### src/rtl/arena_life_engine.sv
// Double-buffered Game of Life engine: back bank is computed one row per cycle, swapped at frame start.
// Optional macro ARENA_LIFE_WRAP_EN selects a toroidal arena; default treats out-of-arena cells as dead.
module arena_life_engine #(
  parameter int unsigned ARENA_WIDTH  = 10,
  parameter int unsigned ARENA_HEIGHT = 10
) (
  input  logic                   clk,
  input  logic                   reset_n,
  input  logic [7:0]             row_select,
  input  logic [7:0]             column_select,
  output logic                   cell_value,
  input  logic                   frame_start,
  input  logic                   step_req,
  output logic                   step_busy,
  output logic                   step_done,
  input  logic                   load_en,
  input  logic [7:0]             load_row,
  input  logic [ARENA_WIDTH-1:0] load_data,
  output logic [15:0]            gen_count
);

  localparam int unsigned RW = $clog2(ARENA_HEIGHT);
  localparam int unsigned CW = $clog2(ARENA_WIDTH);
  localparam logic [RW-1:0] LAST_ROW = RW'(ARENA_HEIGHT - 1);

  typedef enum logic [1:0] {IDLE, CALC, WAIT_FRAME} state_t;

  state_t                 state_q, state_d;
  logic [RW-1:0]          row_q, row_d;
  logic                   front_sel_q, front_sel_d;
  logic [15:0]            gen_q, gen_d;
  logic                   done_q, done_d;
  logic                   busy_q;
  logic                   load_we, calc_we;

  logic [ARENA_WIDTH-1:0] bank0_q [ARENA_HEIGHT];
  logic [ARENA_WIDTH-1:0] bank1_q [ARENA_HEIGHT];
  logic [ARENA_WIDTH-1:0] front_row [ARENA_HEIGHT];
  logic [ARENA_WIDTH-1:0] up_row, mid_row, dn_row, next_row;
  logic [ARENA_WIDTH+1:0] up_x, mid_x, dn_x;
  logic [3:0]             cnt;

  // Pad a row with the column -1 (bit 0) and column W (bit W+1) neighbours.
  function automatic logic [ARENA_WIDTH+1:0] extend(input logic [ARENA_WIDTH-1:0] r);
`ifdef ARENA_LIFE_WRAP_EN
    return {r[0], r, r[ARENA_WIDTH-1]};
`else
    return {1'b0, r, 1'b0};
`endif
  endfunction

  always_comb begin
    for (int i = 0; i < int'(ARENA_HEIGHT); i++) begin
      front_row[i] = front_sel_q ? bank1_q[i] : bank0_q[i];
    end
  end

  // Display read port, zero latency.
  always_comb begin
    cell_value = 1'b0;
    if ((row_select < 8'(ARENA_HEIGHT)) && (column_select < 8'(ARENA_WIDTH))) begin
      cell_value = front_row[row_select[RW-1:0]][column_select[CW-1:0]];
    end
  end

  // Neighbour rows of the row being computed.
  always_comb begin
    mid_row = front_row[row_q];
    up_row  = '0;
    dn_row  = '0;
    if (row_q != '0) up_row = front_row[row_q - RW'(1)];
`ifdef ARENA_LIFE_WRAP_EN
    else up_row = front_row[LAST_ROW];
`endif
    if (row_q != LAST_ROW) dn_row = front_row[row_q + RW'(1)];
`ifdef ARENA_LIFE_WRAP_EN
    else dn_row = front_row[0];
`endif
  end

  always_comb begin
    up_x     = extend(up_row);
    mid_x    = extend(mid_row);
    dn_x     = extend(dn_row);
    cnt      = '0;
    next_row = '0;
    for (int c = 0; c < int'(ARENA_WIDTH); c++) begin
      cnt = 4'(up_x[c]) + 4'(up_x[c+1]) + 4'(up_x[c+2]) +
            4'(mid_x[c]) + 4'(mid_x[c+2]) +
            4'(dn_x[c]) + 4'(dn_x[c+1]) + 4'(dn_x[c+2]);
      next_row[c] = (cnt == 4'd3) || (mid_x[c+1] && (cnt == 4'd2));
    end
  end

  always_comb begin
    state_d     = state_q;
    row_d       = row_q;
    front_sel_d = front_sel_q;
    gen_d       = gen_q;
    done_d      = 1'b0;
    load_we     = 1'b0;
    calc_we     = 1'b0;
    case (state_q)
      IDLE: begin
        if (load_en) begin
          load_we = (load_row < 8'(ARENA_HEIGHT));
        end else if (step_req) begin
          state_d = CALC;
          row_d   = '0;
        end
      end
      CALC: begin
        calc_we = 1'b1;
        if (row_q == LAST_ROW) begin
          state_d = WAIT_FRAME;
          row_d   = '0;
        end else begin
          row_d = row_q + RW'(1);
        end
      end
      WAIT_FRAME: begin
        if (frame_start) begin
          front_sel_d = ~front_sel_q;
          gen_d       = gen_q + 16'd1;
          done_d      = 1'b1;
          state_d     = IDLE;
        end
      end
      default: state_d = IDLE;
    endcase
  end

  always_ff @(posedge clk or negedge reset_n) begin
    if (!reset_n) begin
      state_q     <= IDLE;
      row_q       <= '0;
      front_sel_q <= 1'b0;
      gen_q       <= '0;
      done_q      <= 1'b0;
      busy_q      <= 1'b0;
    end else begin
      state_q     <= state_d;
      row_q       <= row_d;
      front_sel_q <= front_sel_d;
      gen_q       <= gen_d;
      done_q      <= done_d;
      busy_q      <= (state_d != IDLE);
    end
  end

  // Seed loads go to the front bank; computed rows go to the back bank.
  always_ff @(posedge clk or negedge reset_n) begin
    if (!reset_n) begin
      for (int i = 0; i < int'(ARENA_HEIGHT); i++) begin
        bank0_q[i] <= '0;
        bank1_q[i] <= '0;
      end
    end else begin
      if (load_we) begin
        if (front_sel_q) bank1_q[load_row[RW-1:0]] <= load_data;
        else             bank0_q[load_row[RW-1:0]] <= load_data;
      end
      if (calc_we) begin
        if (front_sel_q) bank0_q[row_q] <= next_row;
        else             bank1_q[row_q] <= next_row;
      end
    end
  end

  assign step_busy = busy_q;
  assign step_done = done_q;
  assign gen_count = gen_q;

endmodule

### config.mk
export PLATFORM = sky130hd
export DESIGN_NAME = arena_life_engine
export DESIGN_NICKNAME = d
export VERILOG_FILES = /design/src/rtl/arena_life_engine.sv
export SDC_FILE = /design/constraint.sdc
export NUM_CORES = 1
export LEC_CHECK = 0
export ABC_AREA = 1
export BUFFER_PORTS_ARGS = -buffer_cell sky130_fd_sc_hd__clkbuf_2
export CORE_MARGIN = 3
export CORE_UTILIZATION = 50
export DETAILED_ROUTE_END_ITERATION = 10
export PLACE_DENSITY = 0.64
export SETUP_SLACK_MARGIN = 0.02
export SLEW_MARGIN = 15
export SYNTH_ARGS = -nofsm -noshare
export SYNTH_HDL_FRONTEND = slang
export SYNTH_SLANG_ARGS = --single-unit
### constraint.sdc
create_clock -name clk -period 7.45 [get_ports clk]
set_input_delay 1.49 -clock clk [delete_from_list [all_inputs] [get_ports clk]]
set_output_delay 1.49 -clock clk [all_outputs]
set_load 0.01 [all_outputs]
Word-level counts from Yosys, hierarchy flattened
Index checks and enable logic that the tools add are counted.

Bits in registers: 225. Logic and storage cells: 221.

$add $sub $neg: 66. Magnitude comparators: 11. Equal/unequal tests: 26. Multiplexer cells: 57. Bitwise logic cells: 6. Reductions and logical operators: 29.

Operator list (count): $mux W100 (8); $bwmux W100 (4); $mux W10 (22); $bmux W10 S4 (4); $add A4 B1 Y4 (36); $demux W10 S4 (2); $eq A4 B2 Y1 const B (20); $add A3 B1 Y4 (9); $add A2 B1 Y3 (9); $ge A5 B5 Y1 const B (5); $not A4 Y5 (5); $lt A8 B4 Y1 const B (3); $add A1 B1 Y2 (9); $add A16 B1 Y16 const B (1); $logic_and A1 B1 Y1 (13); $mux W4 (3); $logic_or A1 B1 Y1 (10); $lt A5 B1 Y1 const B (2); $mux W2 (4); $pmux W4 S2 (1); $mux W1 (7); $pmux W2 S3 (1); $lt A4 B5 Y1 const B (1); $add A4 B1 Y4 const B (1); 13 further kinds (15).

Depth between registers and ports, before layout
Word-level depth: 19. Mapped depth: 29.

Worst setup path before layout
Ideal clock, no wire load.

Path kind: reg2reg. Start point: register row_q[0]. End point: register bank0_q[77] in the netlist's numbering. Library setup time: 0.087 ns. Arrival: 5.472 ns. Data required time: 7.363 ns. Setup slack: 1.891 ns. Stages on the path, launching flop included: 26. Buffers on the path: 4. Clock period less this slack: 5.559 ns. Cells stage by stage: dfrtp_1 -> inv_1 -> buf_2 -> buf_2 -> buf_1 -> ha_1 -> inv_1 -> nand2_1 -> nand2_1 -> inv_1 -> nand2_1 -> nor2_1 -> nand2_1 -> a21oi_1 -> fa_1 -> fa_1 -> inv_1 -> fa_1 -> inv_1 -> ha_1 -> fa_1 -> o21ai_0 -> a21oi_1 -> o21ai_1 -> clkbuf_1 -> a22oi_1.

Cells in the longest elaborated chain, start to end: 19. Elaborated cells on any way between the ends: 37. Classes of those cells: add/sub: 9; order compare: 2; eq/ne: 3; mux: 16; bitwise: 3; reduce/logical: 4.

RTL lines: from (decl) (line 29) `logic [RW-1:0] row_q, row_d;`; from (signal assigned) (line 143) `row_q <= row_d;`; $sub A4 B1 Y4 (line 71) `if (row_q != '0) up_row = front_row[row_q - RW'(1)];`; $not A4 Y5 (implied by the code) (line 71); $bmux W10 S4 (line 71); $mux W10 (implied by the code) (2 in series) (line 71); $mux W10 (line 71); $add A1 B1 Y2 (line 88) `cnt = 4'(up_x[c]) + 4'(up_x[c+1]) + 4'(up_x[c+2]) +`; $add A2 B1 Y3 (line 88); $add A3 B1 Y4 (line 88); $add A4 B1 Y4 (2 in series) (line 89) `4'(mid_x[c]) + 4'(mid_x[c+2]) +`; $add A4 B1 Y4 (2 in series) (line 90) `4'(dn_x[c]) + 4'(dn_x[c+1]) + 4'(dn_x[c+2]);`; $eq A4 B2 Y1 (line 91) `next_row[c] = (cnt == 4'd3) || (mid_x[c+1] && (cnt == 4'd2));`; $logic_and A1 B1 Y1 (line 91); $logic_or A1 B1 Y1 (line 91); $bwmux W100 (*) (line 164) `if (front_sel_q) bank0_q[row_q] <= next_row;`; $mux W100 (*) (line 164); $mux W100 (*) (line 163) `if (calc_we) begin`; to (signal, indexed assignment) (line 161) `else bank0_q[load_row[RW-1:0]] <= load_data;`; to (signal, indexed assignment) (line 164); to (decl) (line 36) `logic [ARENA_WIDTH-1:0] bank0_q [ARENA_HEIGHT];`.

Mark *: on every way between the ends. The rest lies on a longest branch, timed or not. The select of a mux whose other input is x is not followed. A chain may end at the register's enable or synchronous reset.

Final worst setup path
Start point: register row_q[1]. End point: register bank1_q[94] in the netlist's numbering.

Cells in the longest elaborated chain, start to end: 19. Elaborated cells on any way between the ends: 37. Classes of those cells: add/sub: 9; order compare: 2; eq/ne: 3; mux: 16; bitwise: 3; reduce/logical: 4.

RTL lines: $sub A4 B1 Y4 (line 71); $not A4 Y5 (implied by the code) (line 71); $bmux W10 S4 (line 71); $mux W10 (implied by the code) (2 in series) (line 71); $mux W10 (line 71); $add A1 B1 Y2 (line 88); $add A2 B1 Y3 (line 88); $add A3 B1 Y4 (line 88); $add A4 B1 Y4 (2 in series) (line 89); $add A4 B1 Y4 (2 in series) (line 90); $eq A4 B2 Y1 (line 91); $logic_and A1 B1 Y1 (line 91); $logic_or A1 B1 Y1 (line 91); $bwmux W100 (*) (line 165) `else bank1_q[row_q] <= next_row;`; $mux W100 (*) (line 164); $mux W100 (*) (line 163); to (signal, indexed assignment) (line 160) `if (front_sel_q) bank1_q[load_row[RW-1:0]] <= load_data;`; to (signal, indexed assignment) (line 165); to (decl) (line 37) `logic [ARENA_WIDTH-1:0] bank1_q [ARENA_HEIGHT];`.

Marked as above.

==> results.ini <==
[route]
wl_um=69600
wl_per_cell_um=24.0
ant_nets=0
vias_per_cell=6.10
drc=0
drt_iter0_markers=2101
drt_pre_antenna_iters=6
dr_total_vias=17700

[clock_network]
cts.clk_slew.worst_paths_ns=0.07
ctsHoldBuffers=0
post_cts_buffers=0
clock_latency_ns=0.58
root_buffer=clkbuf_16
htree_levels=1
cts_tree=built
cts_buffers=27
cts_max_path_buffers=3
cts_sinks=225
cts_resized=0

[synthesis]
synth_edf_count=0
synth-async-reset-ratio_pct=100
synthFlopType=dfrtp_1
synth_top_area_cell=dfrtp_1
yosysSeqAreaShare_pct=33.6
syn_inst=2473
synth_warnings=0
netlist-cell-type-count=45
yosys_register_bits=225
ys_top_cells_by_area=dfrtp_1 34%, nand2_1 16%, o21ai_0 9.2%
synth_nets=2579
syn_area_sq_um=16700
postSynthAreaPerCell_sq_um=6.77
yosysTopAreaCellShare_pct=33.6

[floorplanning]
die-area_sq_um=35700
die_h_um=189
initial_utilization_pct=51.1
core-area_sq_um=32800
fp.dieW_um=189
row_count=66
io_pins=58

[finish]
multi_input_area_sq_um=9570
fillCellCount=3282
utilization_pct=55.3
nNetsFinal=2546
drive_above_1_share_pct=6.43
register_area_sq_um=5640
syn_to_final_growth_pct=8.30

[placement]
gp_congestion=0.989
hpwl_um=49200
portBuffers=57
place_ws_ns=1.36

[timing]
min_period_ns=6.24
whs_ns=0.460
grt_setup_unrepaired=no
slew_violations=0
period_share_pct=83.7
tns_ns=0
setup_ws_ns=1.21
setup_viol=0
max_freq_ghz=0.160
skew_ns=0.0170
maxSlewHeadroom_pct=15.1
tightest_slew_ns=1.27
hold_viol_final=0

[global_routing]
grt_max_degree=172
grt.total_usage_pct=38.3
overflow=0
antenna_found_initial=1
grt_pass1_wl_um=103000
grt_pass1_vias=16200

[worst_setup_path]
endpoint_kind=register
worst_ep_arrival_time_ns=6.72
critPathMaxFanout=25
critPathLaunchType=register
worstSetupPathType=reg -> reg
crit_required_ns=7.94

[min_path]
worst_hold_path_type=reg -> reg

[outcome]
status=finished, final reports clean

[flow_run]
maxCapViolations=0

==> worst max-delay path, stage by stage (launching register included) <==
cell	delay (ns)
dfrtp_1	0.32
buf_4	0.27
inv_1	0.10
ha_1	0.29
buf_4	0.21
inv_1	0.46
nand2_1	0.36
o221ai_1	0.30
nand2_1	0.09
a21oi_1	0.37
fa_1	0.51
fa_1	0.50
fa_1	0.49
ha_1	0.25
fa_1	0.45
o21ai_0	0.16
o211ai_1	0.47
buf_12	0.36
o21ai_0	0.17
==> per-stage QoR <==
stage | cell area [sq um] | std cells
CTS | 18100 | 2901
global placement | 17200 | 2853
detailed placement | 17200 | 2853
floorplan | 16700 | 2473
finish | 18100 | 2902
global route | 18100 | 2901
==> sequential cells by signal, summed over array words and instances (netlist names) <==
register     flops
bank1_q        100
front_sel_q      1
bank0_q        100
state_q          2
step_done        1
row_q            4
step_busy        1
gen_count       16
==> kinds of logic (layout without fill, tap and decap cells) <==
kind of cell	count (synthesis)	after routing	synth area share (%)
AND/OR/NAND/NOR	1097	1097	26.9
AO/OA/AOI/OAI	667	667	22.1
buffers and inverters	391	377	9.40
flip-flops	225	225	33.6
adder cells (fa/ha/maj)	67	67	6.62
XOR/XNOR	19	19	0.994
multiplexers	7	7	0.418
other	0	1	0
==> cells in the mapped netlist (22+ instances only) <==
| master | number |
|---|---|
| o22ai_1 | 22 |
| inv_1 | 236 |
| nand3_1 | 165 |
| fa_1 | 36 |
| dfrtp_1 | 225 |
| and2_1 | 27 |
| nor2_1 | 133 |
| o21ai_1 | 78 |
| o211ai_1 | 77 |
| buf_2 | 46 |
| ha_1 | 31 |
| nand2_1 | 735 |
| o21ai_0 | 308 |
| clkbuf_1 | 82 |
| a21oi_1 | 136 |
==> worst paths after layout <==
path | from | endpoint | slack, ns | depth (start not counted)
setup / recovery | row_q[1]$_DFFE_PN0P_ | bank1_q[94]$_DFF_PN0_ | 1.21 | 18
hold / removal | state_q[0]$_DFF_PN0_ | state_q[0]$_DFF_PN0_ | 0.46 | 1
setup reg to reg | row_q[1]$_DFFE_PN0P_ | bank1_q[94]$_DFF_PN0_ | 1.21 | 18
hold reg to reg | state_q[0]$_DFF_PN0_ | state_q[0]$_DFF_PN0_ | 0.46 | 1
max in group asynchronous | reset_n | front_sel_q$_DFFE_PN0P_ | 5.24 | 2
min in group asynchronous | reset_n | step_busy$_DFF_PN0_ | 0.81 | 1
==> cell type report <==
type	instances	share of cell area, %
Multi-Input combinational cell	1857	52.8
Sequential cell	225	31.1
Inverter	244	5.05
Clock buffer	42	4.42
Timing Repair Buffer	85	3.06
Tap cell	442	3.05
Clock inverter	6	0.545
Antenna cell	1	0.0138
==> routing by layer <==
metal  part of all wire (%)  wire, um  global-route usage (%)
met2                     43     30000                    57.7
met3                     11      7740                    8.28
met4                    4.6      3210                    15.7
met1                     41     28700                    53.9
met5                      0         0                       0
==> cells in the final DEF (no fill, tap or decap), drive strengths merged, types with 3 or more instances in the layout <==
master	Yosys	final
o21a	6	6
o211ai	78	78
o21ai	388	388
a22o	3	3
a22oi	3	3
nor2	143	143
ha	31	31
nor3	10	10
buf	65	29
mux2i	7	7
clkinv	4	6
dfrtp	225	225
and2	27	27
xor2	12	12
a31oi	4	4
xnor2	7	7
inv	240	242
a21oi	136	136
clkbuf	82	98
fa	36	36
nand2	736	736
or2	4	4
nand3	166	166
nand4	8	8
a211oi	9	9
o221ai	14	14
o22ai	22	22
Power is not shown: default switching activity piles up to over one toggle a cycle in this logic, so the estimate is an artifact.
